==> config.mk <==
export PLATFORM = sky130hd
export DESIGN_NAME = sb_color_sensor_ctrl
export DESIGN_NICKNAME = d
export VERILOG_FILES = /design/src/rtl/sb_color_pkg.sv /design/src/rtl/sb_edge_counter.sv /design/src/rtl/sb_color_sensor_ctrl.sv
export SDC_FILE = /design/constraint.sdc
export NUM_CORES = 1
export LEC_CHECK = 0
export CAP_MARGIN = 10
export CORE_ASPECT_RATIO = 1.1
export CORE_UTILIZATION = 55
export DETAILED_ROUTE_END_ITERATION = 10
export GPL_TIMING_DRIVEN = 1
export PLACE_DENSITY = 0.78
export SKIP_CTS_REPAIR_TIMING = 1
export SLEW_MARGIN = 40
export SYNTH_ARGS = -nofsm -noshare
export SYNTH_HDL_FRONTEND = slang
export SYNTH_SLANG_ARGS = --single-unit
==> constraint.sdc <==
create_clock -name clk_i -period 2.7 [get_ports clk_i]
set_input_delay 0.405 -clock clk_i [delete_from_list [all_inputs] [get_ports clk_i]]
set_output_delay 0.405 -clock clk_i [all_outputs]
set_load 0.05 [all_outputs]
==> src/rtl/sb_color_pkg.sv <==
// Shared constants for the colour sensor controller: colour codes, filter
// indices with their s2/s3 encodings, and the scan FSM states.
package sb_color_pkg;

    localparam logic [2:0] COLOR_RED   = 3'b100;
    localparam logic [2:0] COLOR_GREEN = 3'b010;
    localparam logic [2:0] COLOR_BLUE  = 3'b001;
    localparam logic [2:0] COLOR_WHITE = 3'b111;
    localparam logic [2:0] COLOR_NONE  = 3'b000;

    localparam logic [1:0] F_CLEAR = 2'd0;
    localparam logic [1:0] F_RED   = 2'd1;
    localparam logic [1:0] F_GREEN = 2'd2;
    localparam logic [1:0] F_BLUE  = 2'd3;

    localparam logic [1:0] SEL_CLEAR = 2'b10;
    localparam logic [1:0] SEL_RED   = 2'b00;
    localparam logic [1:0] SEL_GREEN = 2'b11;
    localparam logic [1:0] SEL_BLUE  = 2'b01;

    typedef enum logic [2:0] {
        ST_IDLE,
        ST_SETTLE,
        ST_GATE,
        ST_CLASSIFY,
        ST_UPDATE
    } state_e;

    // {s2, s3} for a filter index
    function automatic logic [1:0] filter_sel(input logic [1:0] f);
        case (f)
            F_RED:   filter_sel = SEL_RED;
            F_GREEN: filter_sel = SEL_GREEN;
            F_BLUE:  filter_sel = SEL_BLUE;
            default: filter_sel = SEL_CLEAR;
        endcase
    endfunction

endpackage

==> src/rtl/sb_edge_counter.sv <==
// Synchronises the asynchronous sensor output, detects rising edges and
// counts them with saturation while enabled.
module sb_edge_counter #(
    parameter int CNT_W = 16
) (
    input  logic             clk_i,
    input  logic             rst_i,
    input  logic             clr_i,
    input  logic             en_i,
    input  logic             sig_async_i,
    output logic [CNT_W-1:0] cnt_o,
    output logic [CNT_W-1:0] cnt_nxt_o
);

    // [0],[1] synchroniser stages, [2] previous synchronised value
    logic [2:0]       sync_q;
    logic [CNT_W-1:0] cnt_q, cnt_d;
    logic             rise;

    assign rise = sync_q[1] & ~sync_q[2];

    always_comb begin
        cnt_d = cnt_q;
        if (en_i && rise && (cnt_q != {CNT_W{1'b1}}))
            cnt_d = cnt_q + 1'b1;
    end

    always_ff @(posedge clk_i) begin
        if (rst_i) begin
            sync_q <= '0;
            cnt_q  <= '0;
        end else begin
            sync_q <= {sync_q[1:0], sig_async_i};
            cnt_q  <= clr_i ? '0 : cnt_d;
        end
    end

    assign cnt_o     = cnt_q;
    assign cnt_nxt_o = cnt_d;

endmodule

==> src/rtl/sb_color_sensor_ctrl.sv <==
// TCS3200-style colour sensor controller: scans CLEAR/RED/GREEN/BLUE, classifies.
// Optional SB_COLOR_HYST_EN: publish only after HYST_N consecutive equal classes.
module sb_color_sensor_ctrl
    import sb_color_pkg::*;
#(
    parameter int SETTLE_CYC = 5000000,
    parameter int GATE_CYC   = 1000000,
    parameter int CNT_W      = 16,
    parameter int WHITE_TH   = 12000,
    parameter int BLACK_TH   = 300,
    parameter int CONTINUOUS = 1,
    parameter int HYST_N     = 3
) (
    input  logic             clk_i,
    input  logic             rst_i,
    input  logic             start_i,
    input  logic             ip_signal_i,
    output logic             s2_o,
    output logic             s3_o,
    output logic [2:0]       color_o,
    output logic             color_vld_o,
    output logic [CNT_W-1:0] c_cnt_o,
    output logic [CNT_W-1:0] r_cnt_o,
    output logic [CNT_W-1:0] g_cnt_o,
    output logic [CNT_W-1:0] b_cnt_o,
    output logic             busy_o
);

    localparam int MAXC = (SETTLE_CYC > GATE_CYC) ? SETTLE_CYC : GATE_CYC;
    localparam int TW   = $clog2(MAXC + 1);
    localparam logic [TW-1:0] SET_LAST  = TW'(SETTLE_CYC - 1);
    localparam logic [TW-1:0] GATE_LAST = TW'(GATE_CYC - 1);

    state_e           state_q, state_d;
    logic [TW-1:0]    timer_q, timer_d;
    logic [1:0]       filter_q, filter_d;
    logic             busy_q, busy_d, vld_q, vld_d;
    logic [2:0]       color_q, color_d, cls;
    logic [CNT_W-1:0] c_q, c_d, r_q, r_d, g_q, g_d, b_q, b_d;
    logic [CNT_W-1:0] cnt_nxt, cnt_unused;
    logic             cnt_clr, cnt_en, early_exit, accept;

    sb_edge_counter #(.CNT_W(CNT_W)) u_cnt (
        .clk_i      (clk_i),
        .rst_i      (rst_i),
        .clr_i      (cnt_clr),
        .en_i       (cnt_en),
        .sig_async_i(ip_signal_i),
        .cnt_o      (cnt_unused),
        .cnt_nxt_o  (cnt_nxt)
    );

    // Decided on the last CLEAR gate cycle, so use the value being latched
    assign early_exit = (32'(cnt_nxt) >= WHITE_TH) || (32'(cnt_nxt) < BLACK_TH);

    always_comb begin
        if (32'(c_q) >= WHITE_TH)            cls = COLOR_WHITE;
        else if (32'(c_q) < BLACK_TH)        cls = COLOR_NONE;
        else if (r_q >= g_q && r_q >= b_q)   cls = COLOR_RED;
        else if (g_q >= b_q)                 cls = COLOR_GREEN;
        else                                 cls = COLOR_BLUE;
    end

`ifdef SB_COLOR_HYST_EN
    localparam int HW = $clog2(HYST_N + 1);
    logic [2:0]    cand_q, cand_d;
    logic [HW-1:0] run_q, run_d;

    always_comb begin
        cand_d = cand_q;
        run_d  = run_q;
        accept = 1'b0;
        if (state_q == ST_CLASSIFY) begin
            if (cls == cand_q) begin
                if (run_q != HW'(HYST_N)) run_d = run_q + 1'b1;
            end else begin
                cand_d = cls;
                run_d  = HW'(1);
            end
            accept = (run_d == HW'(HYST_N));
        end
    end

    always_ff @(posedge clk_i) begin
        if (rst_i) begin
            cand_q <= COLOR_NONE;
            run_q  <= '0;
        end else begin
            cand_q <= cand_d;
            run_q  <= run_d;
        end
    end
`else
    logic hyst_unused;
    assign hyst_unused = (HYST_N != 0);
    assign accept      = 1'b1;
`endif

    always_comb begin
        state_d  = state_q;
        timer_d  = timer_q;
        filter_d = filter_q;
        busy_d   = busy_q;
        color_d  = color_q;
        vld_d    = 1'b0;
        c_d = c_q; r_d = r_q; g_d = g_q; b_d = b_q;
        cnt_clr  = 1'b0;
        cnt_en   = 1'b0;
        case (state_q)
            ST_IDLE: begin
                if ((CONTINUOUS != 0) || start_i) begin
                    state_d  = ST_SETTLE;
                    timer_d  = '0;
                    filter_d = F_CLEAR;
                    busy_d   = 1'b1;
                end
            end
            ST_SETTLE: begin
                timer_d = timer_q + 1'b1;
                if (timer_q == SET_LAST) begin
                    state_d = ST_GATE;
                    timer_d = '0;
                    cnt_clr = 1'b1;
                end
            end
            ST_GATE: begin
                cnt_en  = 1'b1;
                timer_d = timer_q + 1'b1;
                if (timer_q == GATE_LAST) begin
                    timer_d = '0;
                    case (filter_q)
                        F_CLEAR: c_d = cnt_nxt;
                        F_RED:   r_d = cnt_nxt;
                        F_GREEN: g_d = cnt_nxt;
                        default: b_d = cnt_nxt;
                    endcase
                    if (filter_q == F_CLEAR && early_exit) begin
                        state_d = ST_CLASSIFY;
                    end else if (filter_q == F_BLUE) begin
                        state_d  = ST_CLASSIFY;
                        filter_d = F_CLEAR;
                    end else begin
                        state_d  = ST_SETTLE;
                        filter_d = filter_q + 2'd1;
                    end
                end
            end
            ST_CLASSIFY: begin
                // Outputs land together in UPDATE
                state_d  = ST_UPDATE;
                busy_d   = 1'b0;
                filter_d = F_CLEAR;
                if (accept) begin
                    color_d = cls;
                    vld_d   = 1'b1;
                end
            end
            default: state_d = ST_IDLE;
        endcase
    end

    always_ff @(posedge clk_i) begin
        if (rst_i) begin
            state_q  <= ST_IDLE;
            timer_q  <= '0;
            filter_q <= F_CLEAR;
            busy_q   <= 1'b0;
            vld_q    <= 1'b0;
            color_q  <= COLOR_NONE;
            c_q <= '0; r_q <= '0; g_q <= '0; b_q <= '0;
        end else begin
            state_q  <= state_d;
            timer_q  <= timer_d;
            filter_q <= filter_d;
            busy_q   <= busy_d;
            vld_q    <= vld_d;
            color_q  <= color_d;
            c_q <= c_d; r_q <= r_d; g_q <= g_d; b_q <= b_d;
        end
    end

    assign {s2_o, s3_o} = filter_sel(filter_q);
    assign color_o      = color_q;
    assign color_vld_o  = vld_q;
    assign busy_o       = busy_q;
    assign c_cnt_o      = c_q;
    assign r_cnt_o      = r_q;
    assign g_cnt_o      = g_q;
    assign b_cnt_o      = b_q;

endmodule

[Word level (Yosys, flattened, before mapping)]
Cells that the tools add are included.
Word-level totals
  bits in registers: 116
  bits of input ports: 4
  output and inout port bits: 71
Operators by class
  add/sub/neg operators: 3
  order comparisons: 7
  equal/unequal tests: 12
  muxes and demuxes: 23
  bitwise logic cells: 3
  reductions and logical operators: 19
Operators by type and width (number)
  $pmux 23 s3: 1
  $ge 16x16->1: 3
  $mux 23: 2
  $ge 16x14->1 const B: 2
  $lt 16x9->1 const B: 2
  $add 23x1->23 const B: 1
  $eq 23x20->1 const B: 1
  $eq 23x23->1 const B: 1
  $add 16x1->16 const B: 1
  $mux 16: 1
  $ne 16x16->1 const B: 1
  $mux 3: 5
  $reduce_and 3->1: 5
  $mux 2: 6
  $pmux 3 s4: 1
  $eq 3x2->1 const B: 2
  $ne 2x2->1 const B: 3
  $pmux 2 s3: 1
  $eq 2x2->1 const B: 2
  $logic_and 1x1->1: 4
  $mux 1: 4
  $pmux 2 s2: 1
  $reduce_bool 2->1: 2
  $reduce_or 2->1: 2
  other kinds (12): 13

[Depth between registers and ports, before layout]
Gate-level depths: netlist of run 1.
  word-level depth: 11
  gate-level depth with buffers: 11
  gate-level depth less buffers: 11

[Cells and area by module]
Synthesis of run 1 repeated with hierarchy kept, for this count alone.
Second synthesis, totals
  cell total of the unflattened synthesis: 794
  area total of the unflattened synthesis: 6432.4 µm²
Modules (own cells, without submodules)
  sb_color_sensor_ctrl: instances 1, cells an instance 668, area an instance 5396.4 µm²
  sb_edge_counter: instances 1, cells an instance 126, area an instance 1036.0 µm²

[Worst setup path after synthesis of run 1]
No wires, ideal clock.
  kind: reg-to-reg
  from: reg g_q[0] (netlist: g_cnt_o[0])
  to: reg color_q[0] (netlist: color_o[0])
  setup time: 0.078 ns
  arrival: 2.423 ns
  data required time: 2.622 ns
  setup slack: 0.199 ns
  stages on the path, launching flop included: 12
  buffers on the path: 0
  clock period less this slack: 2.501 ns
  cells stage by stage: dfxtp_1 > inv_1 > ha_1 > nand2b_1 > a21o_1 > a21o_1 > a211oi_1 > nor2_1 > o211ai_1 > a211oi_1 > o31a_1 > nor3_1
Between the ends
  cells in the longest elaborated chain, start to end: 5
RTL lines
  start: declaration: line sb_color_sensor_ctrl.sv:39  | logic [CNT_W-1:0] c_q, c_d, r_q, r_d, g_q, g_d, b_q, b_d;
  start signal: assignment: line sb_color_sensor_ctrl.sv:170  | c_q <= '0; r_q <= '0; g_q <= '0; b_q <= '0;
  start signal: assignment: line sb_color_sensor_ctrl.sv:178  | c_q <= c_d; r_q <= r_d; g_q <= g_d; b_q <= b_d;
  $ge 16x16->1, on equally long branches: line sb_color_sensor_ctrl.sv:60, sb_color_sensor_ctrl.sv:59
  $mux 2 / $logic_and 1x1->1 (equally long branches): line sb_color_sensor_ctrl.sv:60, sb_color_sensor_ctrl.sv:59
  $mux 3 *: line sb_color_sensor_ctrl.sv:59  | else if (r_q >= g_q && r_q >= b_q) cls = COLOR_RED;
  $mux 3 *: line sb_color_sensor_ctrl.sv:58  | else if (32'(c_q) < BLACK_TH) cls = COLOR_NONE;
  $mux 3 *: line sb_color_sensor_ctrl.sv:57  | if (32'(c_q) >= WHITE_TH) cls = COLOR_WHITE;
  end signal: assignment: line sb_color_sensor_ctrl.sv:177  | color_q <= color_d;
  end: declaration: line sb_color_sensor_ctrl.sv:38  | logic [2:0] color_q, color_d, cls;
Mark *: on every way between the ends. The rest lies on a longest branch, timed or not.
A chain may end at the register's enable or synchronous reset.

[Worst setup path after layout of run 1]
  from: reg filter_q[0]
  to: out s3_o
Between the ends
  cells in the longest elaborated chain, start to end: 2
RTL lines
  start: declaration: line sb_color_sensor_ctrl.sv:36  | logic [1:0] filter_q, filter_d;
  start signal: assignment: line sb_color_sensor_ctrl.sv:174  | filter_q <= filter_d;
  $eq 2x2->1 / $eq 2x1->1 (equally long branches): line sb_color_pkg.sv:31  | case (f)
  $pmux 2 s3 *: line sb_color_pkg.sv:31
  end: declaration: line sb_color_sensor_ctrl.sv:19  | output logic s3_o,
Marked as above.

==> results of run 1 <==
## final cells by class
| type | instances | area (um2) |
|---|---|---|
| inverters | 39 | 146 |
| flip-flops and latches | 116 | 2320 |
| clock inverters | 4 | 22.5 |
| repair buffers | 119 | 1150 |
| multi-input cells | 605 | 3800 |
| clock buffers | 27 | 503 |
| well taps | 150 | 188 |
| fillers | 875 | 3310 |
## critical path, stage by stage, from the launching register on
cell,delay (ns)
dfxtp_1,0.45
inv_1,0.10
ha_1,0.23
or2_2,0.30
clkdlybuf4s50_1,0.70
## state kept, by name, indices dropped and copies added (netlist names)
register      count
timer_q          23
busy_o            1
g_cnt_o          16
color_o           3
u_cnt.sync_q      3
c_cnt_o          16
b_cnt_o          16
u_cnt.cnt_o      16
r_cnt_o          16
color_vld_o       1
state_q           3
filter_q          2
## synth_stat cells (all sizes together) (13+ instances only)
cell | n | area (um2)
a21o | 21 | 158
ha | 55 | 688
inv | 39 | 146
nor2b | 20 | 125
dfxtp | 116 | 2320
xnor2 | 13 | 114
o21ai | 21 | 105
nand4 | 17 | 125
buf | 18 | 136
clkbuf | 20 | 76.3
a21oi | 93 | 469
nand2 | 161 | 607
nor2 | 59 | 226
nor3 | 15 | 103
xor2 | 15 | 131
## placed cells by master (no fill, tap or decap), drive strengths merged, types with 4 or more instances in the layout
| master | synthesis | routed |
|---|---|---|
| a211oi | 8 | 8 |
| nor2 | 59 | 59 |
| xor2 | 15 | 15 |
| nand4 | 17 | 17 |
| and3 | 10 | 10 |
| nor3b | 5 | 5 |
| nor4 | 10 | 10 |
| buf | 18 | 46 |
| clkdlybuf4s50 | 0 | 71 |
| a21oi | 93 | 93 |
| clkbuf | 20 | 27 |
| nor2b | 20 | 20 |
| nand3 | 11 | 11 |
| ha | 55 | 55 |
| nand2 | 161 | 161 |
| nand2b | 6 | 6 |
| or2 | 4 | 4 |
| a21o | 21 | 21 |
| and2 | 7 | 7 |
| inv | 39 | 39 |
| or3 | 5 | 5 |
| mux2i | 4 | 4 |
| xnor2 | 13 | 13 |
| nor3 | 15 | 15 |
| o21ai | 21 | 21 |
| dfxtp | 116 | 116 |
## power groups by stage
stage / logic (mW) / clock network, mW / registers [mW]
floorplan: 0.0471 / 0 / 1.76
global placement: 0.0714 / 0 / 1.76
detailed placement: 0.0725 / 0 / 1.76
CTS: 0.0725 / 2.01 / 1.72
global route: 0.0799 / 2.10 / 1.72
finish: 0.0737 / 1.98 / 1.72
## layer usage
metal | vias up | routed length [um]
met5 | - | 0
met4 | 0 | 648
met3 | 45 | 747
met1 | 2853 | 6930
met2 | 192 | 8540
li1 | 2959 | -
## final timing paths
check | depth (start not counted) | to | start
min reg2reg | 1 | u_cnt.sync_q[1]$_SDFF_PP0_ | u_cnt.sync_q[0]$_SDFF_PP0_
max reg2reg | 10 | timer_q[20]$_SDFFE_PP0P_ | timer_q[13]$_SDFFE_PP0P_
max | 4 | s3_o | filter_q[0]$_SDFFE_PP0P_
min | 2 | timer_q[3]$_SDFFE_PP0P_ | rst_i
## per-stage QoR
step | util (%) | instance area (um2) | worst slack, ns | instances
4_1_cts | 70.5 | 8070 | 0.0267 | 1057
3_5_place_dp | 65.9 | 7540 | 0.0563 | 1026
5_1_grt | 71.1 | 8130 | 0.000793 | 1060
6_report | 71.1 | 8130 | 0.107 | 1060
2_1_floorplan | - | 6440 | 0.199 | 798
3_3_place_gp | 65.9 | 7540 | 0.143 | 1026
## cell families (layout without fill, tap and decap cells)
| kind of cell | count (synthesis) | in the layout | share of synthesized area, % |
|---|---|---|---|
| AND/OR/NAND/NOR | 348 | 348 | 27.3 |
| AO/OA/AOI/OAI | 168 | 168 | 15.6 |
| flip-flops | 116 | 116 | 36.0 |
| buffers and inverters | 77 | 189 | 5.57 |
| adder cells (fa/ha/maj) | 55 | 55 | 10.7 |
| XOR/XNOR | 28 | 28 | 3.81 |
| multiplexers | 6 | 6 | 0.971 |
==> run_summary.xml, run 1 <==
<?xml version="1.0" encoding="UTF-8"?>
<metrics>
  <group name="outcome">
    <metric name="result_of_the_run" unit="">completed</metric>
  </group>
  <group name="clock_tree">
    <metric name="clock_sink_count" unit="">116</metric>
    <metric name="clock_tree_from_tritoncts" unit="">built</metric>
    <metric name="clock_latency" unit="ns">0.41</metric>
    <metric name="clock-root-buffer" unit="">clkbuf_16</metric>
    <metric name="ctsLongestPathBuffers" unit="">2</metric>
    <metric name="tritoncts.num_buffers" unit="">17</metric>
    <metric name="cts_max_level" unit="">4</metric>
    <metric name="clock_transition_at_the_registers_of_the_reported_paths" unit="ns">0.05</metric>
  </group>
  <group name="grt">
    <metric name="grt_start_max_net_pins" unit="">66</metric>
    <metric name="number_of_antenna_violations_at_the_first_check_in_global_routing" unit="">0</metric>
    <metric name="grt-ovfl-total" unit="">0</metric>
    <metric name="grtUsageTotal" unit="%">28.6</metric>
    <metric name="grt_pass1_vias" unit="">5780</metric>
    <metric name="grt_first_pass_wirelength" unit="um">27300</metric>
    <metric name="globalRouteMet1Util" unit="%">31.1</metric>
    <metric name="grt.met3_usage" unit="%">6.41</metric>
    <metric name="globalRoute.busiestLayer" unit="">met2</metric>
    <metric name="groute.layer.met2.usage" unit="%">51.4</metric>
  </group>
  <group name="critical_path">
    <metric name="worst-r2r-setup-slack" unit="ns">0.11</metric>
    <metric name="critPathLaunchType" unit="">flip-flop</metric>
    <metric name="critPathRequiredTime" unit="ns">2.30</metric>
    <metric name="worst-path-max-fanout" unit="">6</metric>
    <metric name="setup.worst_path.end_class" unit="">primary output</metric>
    <metric name="arrival" unit="ns">2.19</metric>
    <metric name="critical_path_class" unit="">reg2out</metric>
  </group>
  <group name="synthesis">
    <metric name="seq_area_frac_synth" unit="%">36.0</metric>
    <metric name="synth_area" unit="um2">6440</metric>
    <metric name="number_of_warnings_printed_during_yosys_synthesis" unit="">0</metric>
    <metric name="postSynthAreaPerCell" unit="um2">8.07</metric>
    <metric name="yosys_reg_bits" unit="">116</metric>
    <metric name="synthesis.instances" unit="">798</metric>
    <metric name="ys_types" unit="">68</metric>
    <metric name="async_flop_share" unit="%">0</metric>
    <metric name="postSynthNetCount" unit="">857</metric>
    <metric name="postSynth.topFlopCell" unit="">dfxtp_1</metric>
    <metric name="number_of_enable_type_register_cells_in_the_synthesized_netlist" unit="">0</metric>
  </group>
  <group name="floorplanning">
    <metric name="rows" unit="">41</metric>
    <metric name="die_h" unit="um">116</metric>
    <metric name="floorplan.initialDensity" unit="%">56.3</metric>
    <metric name="chipWidth" unit="um">105</metric>
    <metric name="die_area" unit="um2">12200</metric>
    <metric name="core_area" unit="um2">11400</metric>
    <metric name="floorplan.io_pins" unit="">75</metric>
  </group>
  <group name="place">
    <metric name="gpl.final_weighted_congestion" unit="">0.898</metric>
    <metric name="port-buffer-count" unit="">73</metric>
    <metric name="hpwlAfterDp" unit="um">12500</metric>
  </group>
  <group name="drt">
    <metric name="vias" unit="">6049</metric>
    <metric name="wl_per_cell" unit="um">15.9</metric>
    <metric name="firstDrtPassIters" unit="">5</metric>
    <metric name="drc" unit="">0</metric>
    <metric name="totalWireLength" unit="um">16900</metric>
    <metric name="antenna_violating_nets_post_route" unit="">0</metric>
    <metric name="post_drt_via_cell_ratio" unit="">5.71</metric>
    <metric name="drt-initial-drc-count" unit="">364</metric>
  </group>
  <group name="timing">
    <metric name="layout_worst_path_cycle_share" unit="%">96.0</metric>
    <metric name="unrepaired_setup_endpoints_after_global_routing" unit="">no</metric>
    <metric name="setup_viol" unit="">0</metric>
    <metric name="drv_slew" unit="">0</metric>
    <metric name="totalNegativeSetupSlack" unit="ns">0</metric>
    <metric name="period_minus_slack" unit="ns">2.59</metric>
    <metric name="relative_slew_margins" unit="%">62.8</metric>
    <metric name="tightestPinTransition" unit="ns">0.554</metric>
    <metric name="finalHoldWorstSlack" unit="ns">0.434</metric>
    <metric name="finalClockSkew" unit="ns">0.0110</metric>
    <metric name="max_freq" unit="MHz">386</metric>
    <metric name="finalHoldViolations" unit="">0</metric>
  </group>
  <group name="power">
    <metric name="power_density_cells" unit="nW/um2">464</metric>
    <metric name="p_switching" unit="mW">0.775</metric>
    <metric name="power_leakage" unit="nW">3.18</metric>
    <metric name="power.share.sequential" unit="%">45.6</metric>
    <metric name="power.internal" unit="mW">3.00</metric>
    <metric name="largest_voltage_drop_on_the_vdd_net" unit="mV">0.397</metric>
    <metric name="total_power" unit="mW">3.78</metric>
    <metric name="pwr-share-comb" unit="%">2.0</metric>
    <metric name="netSwitchingFraction" unit="%">20.5</metric>
    <metric name="clock_power_share" unit="%">52.4</metric>
  </group>
  <group name="flow_run">
    <metric name="timing.max_cap.violations" unit="">0</metric>
  </group>
  <group name="layout">
    <metric name="layout-area-overhead-vs-synth" unit="%">26.3</metric>
    <metric name="antenna-diode-count" unit="">0</metric>
    <metric name="ratio_of_cells_with_drive_above_1_in_the_final_layout" unit="%">11.6</metric>
    <metric name="final_net_count" unit="">957</metric>
  </group>
  <group name="hold_path">
    <metric name="min_path_type" unit="">in2reg</metric>
  </group>
</metrics>
Note: power is estimated with default switching activity, not from simulation.
==> run 2, diff against run 1 <==
--- a/config.mk
+++ b/config.mk
@@ -7,11 +7,13 @@
 export LEC_CHECK = 0
 export CAP_MARGIN = 10
 export CORE_ASPECT_RATIO = 1.1
+export CORE_MARGIN = 2
 export CORE_UTILIZATION = 55
 export DETAILED_ROUTE_END_ITERATION = 10
 export GPL_TIMING_DRIVEN = 1
 export PLACE_DENSITY = 0.78
 export SKIP_CTS_REPAIR_TIMING = 1
+export SKIP_LAST_GASP = 1
 export SLEW_MARGIN = 40
 export SYNTH_ARGS = -nofsm -noshare
 export SYNTH_HDL_FRONTEND = slang
==> constraint.sdc (replaced) <==
create_clock -name clk_i -period 2.9 [get_ports clk_i]
set_input_delay 0.435 -clock clk_i [delete_from_list [all_inputs] [get_ports clk_i]]
set_output_delay 0.435 -clock clk_i [all_outputs]
set_load 0.05 [all_outputs]
==> run 2 against run 1 <==
Via count decreased by 0.99%. Cell count decreased by 1.1%. Critical path depth increased by 7. Clock power increased by 8%. Sequential power decreased by 7%. Combinational power decreased by 14%. Largest power group unchanged.
==> run_summary.xml, run 2 (synthesis results as in run 1) <==
<?xml version="1.0" encoding="UTF-8"?>
<metrics>
  <group name="outcome">
    <metric name="result_of_the_run" unit="">completed</metric>
  </group>
  <group name="grt">
    <metric name="grt_first_pass_wirelength" unit="um">27900</metric>
    <metric name="grt_start_max_net_pins" unit="">81</metric>
    <metric name="grt_pass1_vias" unit="">5873</metric>
    <metric name="number_of_antenna_violations_at_the_first_check_in_global_routing" unit="">0</metric>
    <metric name="grtUsageTotal" unit="%">27.6</metric>
    <metric name="grt-ovfl-total" unit="">0</metric>
  </group>
  <group name="clock_tree">
    <metric name="tritoncts.num_buffers" unit="">17</metric>
    <metric name="clock_sink_count" unit="">116</metric>
    <metric name="cts_max_level" unit="">4</metric>
    <metric name="ctsLongestPathBuffers" unit="">2</metric>
    <metric name="clock_transition_at_the_registers_of_the_reported_paths" unit="ns">0.05</metric>
    <metric name="clock_tree_from_tritoncts" unit="">built</metric>
    <metric name="clock-root-buffer" unit="">clkbuf_16</metric>
    <metric name="clock_latency" unit="ns">0.41</metric>
  </group>
  <group name="drt">
    <metric name="drc" unit="">0</metric>
    <metric name="vias" unit="">5989</metric>
    <metric name="drt-initial-drc-count" unit="">369</metric>
    <metric name="totalWireLength" unit="um">17000</metric>
    <metric name="wl_per_cell" unit="um">16.2</metric>
    <metric name="antenna_violating_nets_post_route" unit="">0</metric>
    <metric name="firstDrtPassIters" unit="">5</metric>
    <metric name="post_drt_via_cell_ratio" unit="">5.71</metric>
  </group>
  <group name="timing">
    <metric name="max_freq" unit="MHz">367</metric>
    <metric name="final.setup.worst_slack" unit="ns">0.172</metric>
    <metric name="unrepaired_setup_endpoints_after_global_routing" unit="">no</metric>
    <metric name="tightestPinTransition" unit="ns">0.607</metric>
    <metric name="finalClockSkew" unit="ns">0.00724</metric>
    <metric name="relative_slew_margins" unit="%">59.2</metric>
    <metric name="totalNegativeSetupSlack" unit="ns">0</metric>
    <metric name="period_minus_slack" unit="ns">2.73</metric>
    <metric name="setup_viol" unit="">0</metric>
    <metric name="layout_worst_path_cycle_share" unit="%">94.1</metric>
    <metric name="drv_slew" unit="">0</metric>
    <metric name="finalHoldViolations" unit="">0</metric>
  </group>
  <group name="place">
    <metric name="placement.cell_area" unit="um2">7400</metric>
    <metric name="gpl.final_weighted_congestion" unit="">0.935</metric>
    <metric name="hpwlAfterDp" unit="um">12500</metric>
    <metric name="detailedPlace.worstSlack" unit="ns">0.141</metric>
    <metric name="port-buffer-count" unit="">73</metric>
  </group>
  <group name="layout">
    <metric name="final_net_count" unit="">944</metric>
    <metric name="layout_commonest_cell" unit="">nand2_1</metric>
    <metric name="ratio_of_cells_with_drive_above_1_in_the_final_layout" unit="%">10.5</metric>
    <metric name="largest-register" unit="">timer_q</metric>
    <metric name="layout_common_cells" unit="">nand2_1, dfxtp_1, a21oi_1</metric>
    <metric name="antenna-diode-count" unit="">0</metric>
    <metric name="seqCellArea" unit="um2">2320</metric>
    <metric name="multi_input_area" unit="um2">3760</metric>
    <metric name="layout.filler_cells" unit="">914</metric>
    <metric name="final_area" unit="um2">8020</metric>
    <metric name="layout-area-overhead-vs-synth" unit="%">24.4</metric>
    <metric name="largest_register_ff_count" unit="">23</metric>
  </group>
  <group name="power">
    <metric name="power_leakage" unit="nW">3.12</metric>
    <metric name="power_density_cells" unit="nW/um2">475</metric>
    <metric name="total_power" unit="mW">3.81</metric>
    <metric name="largest_voltage_drop_on_the_vdd_net" unit="mV">0.331</metric>
  </group>
  <group name="hold_path">
    <metric name="timing.hold.worst.start" unit="">rst_i</metric>
    <metric name="min_delay_path_depth" unit="">2</metric>
    <metric name="min_path_type" unit="">in2reg</metric>
    <metric name="holdPathEnd" unit="">state_q[2]$_SDFFE_PP0P_</metric>
  </group>
  <group name="critical_path">
    <metric name="critPathLaunchType" unit="">flip-flop</metric>
    <metric name="arrival" unit="ns">3.06</metric>
    <metric name="cp_top_family" unit="">simple AND/OR/NAND/NOR gates</metric>
    <metric name="setup.worst_path.end_class" unit="">flip-flop</metric>
    <metric name="critPathBufInv" unit="">1</metric>
    <metric name="critical_path.reg2reg.endpoint" unit="">filter_q[1]$_SDFFE_PP0P_</metric>
    <metric name="worst-path-max-fanout" unit="">6</metric>
    <metric name="path_cells" unit="">ha_1, nand4_1, nor4_4, buf_4, nor4_1, xnor2_1, nand3_1, nor4b_2, o22ai_2, nand2_2, mux2i_1</metric>
    <metric name="critPathRequiredTime" unit="ns">3.24</metric>
    <metric name="worst-r2r-setup-slack" unit="ns">0.17</metric>
    <metric name="crit_path_top_delay_cell" unit="">nor4_1</metric>
    <metric name="max_stage_delay" unit="ns">0.52</metric>
    <metric name="critical_path_class" unit="">reg2reg</metric>
    <metric name="worst_r2r_startpoint" unit="">u_cnt.cnt_o[0]$_SDFF_PP0_</metric>
    <metric name="r2r_cells" unit="">11</metric>
  </group>
  <group name="floorplanning">
    <metric name="rows" unit="">41</metric>
    <metric name="chipWidth" unit="um">107</metric>
    <metric name="core_area" unit="um2">11400</metric>
    <metric name="floorplan.initialDensity" unit="%">56.3</metric>
    <metric name="die_area" unit="um2">12600</metric>
    <metric name="die_h" unit="um">118</metric>
    <metric name="floorplan.io_pins" unit="">75</metric>
  </group>
  <group name="flow_run">
    <metric name="timing.max_cap.violations" unit="">0</metric>
  </group>
</metrics>
run 2: cell types whose count changed in the layout (fill, tap and decap cells not counted), moves of 2 or more:
cell / change
buf_4: -7
clkbuf_1: -6
buf_12: -5
bufinv_16: +3
clkbuf_8: -2
clkinv_2: +2
clkinv_4: +2
dfxtp_1: +2
dfxtp_2: -2
dlymetal6s2s_1: -2
run 2: layout make-up:
cell class / instances / share of cell area [%]
clock buffer: 19 / 5.65
clock inverter: 13 / 1.95
inverter: 39 / 1.83
multi-input combinational: 605 / 47.0
sequential: 116 / 29.0
tap: 150 / 2.34
timing repair buffer: 106 / 12.3
run 2: layer usage:
layer | GRT usage, % | vias to the layer above | share of wire [%]
met3 | 4.71 | 42 | 5.0
met4 | 14.0 | 0 | 3.4
met2 | 47.0 | 176 | 50
li1 | - | 2935 | -
met1 | 33.1 | 2836 | 41
met5 | 0 | - | 0
run 2: metrics by stage:
| step | util [%] | cells | hold WS (ns) |
|---|---|---|---|
| after floorplan | - | 798 | 0.414 |
| after global placement | 64.7 | 1016 | 0.430 |
| after detailed placement | 64.7 | 1016 | 0.430 |
| after CTS | 70.0 | 1048 | 0.320 |
| after global routing | 70.1 | 1048 | 0.335 |
| final | 70.1 | 1048 | 0.332 |
run 2: how the worst max path moves through the flow:
stage	from	to	slack [ns]	depth (start not counted)
2_1_floorplan	g_cnt_o[0]$_SDFFE_PP0P_	color_o[0]$_SDFFE_PP0P_	0.40	11
3_3_place_gp	timer_q[10]$_SDFFE_PP0P_	timer_q[1]$_SDFFE_PP0P_	0.23	9
3_5_place_dp	timer_q[10]$_SDFFE_PP0P_	timer_q[1]$_SDFFE_PP0P_	0.14	9
4_1_cts	timer_q[10]$_SDFFE_PP0P_	timer_q[1]$_SDFFE_PP0P_	0.11	9
5_1_grt	timer_q[18]$_SDFFE_PP0P_	r_cnt_o[6]$_SDFFE_PP0P_	0.02	9
6_report	u_cnt.cnt_o[0]$_SDFF_PP0_	filter_q[1]$_SDFFE_PP0P_	0.17	11
run 2: power breakdown:
group          switching (mW)  internal (mW)
clock network           0.750           1.39
registers             0.00340           1.60
logic                  0.0451         0.0184
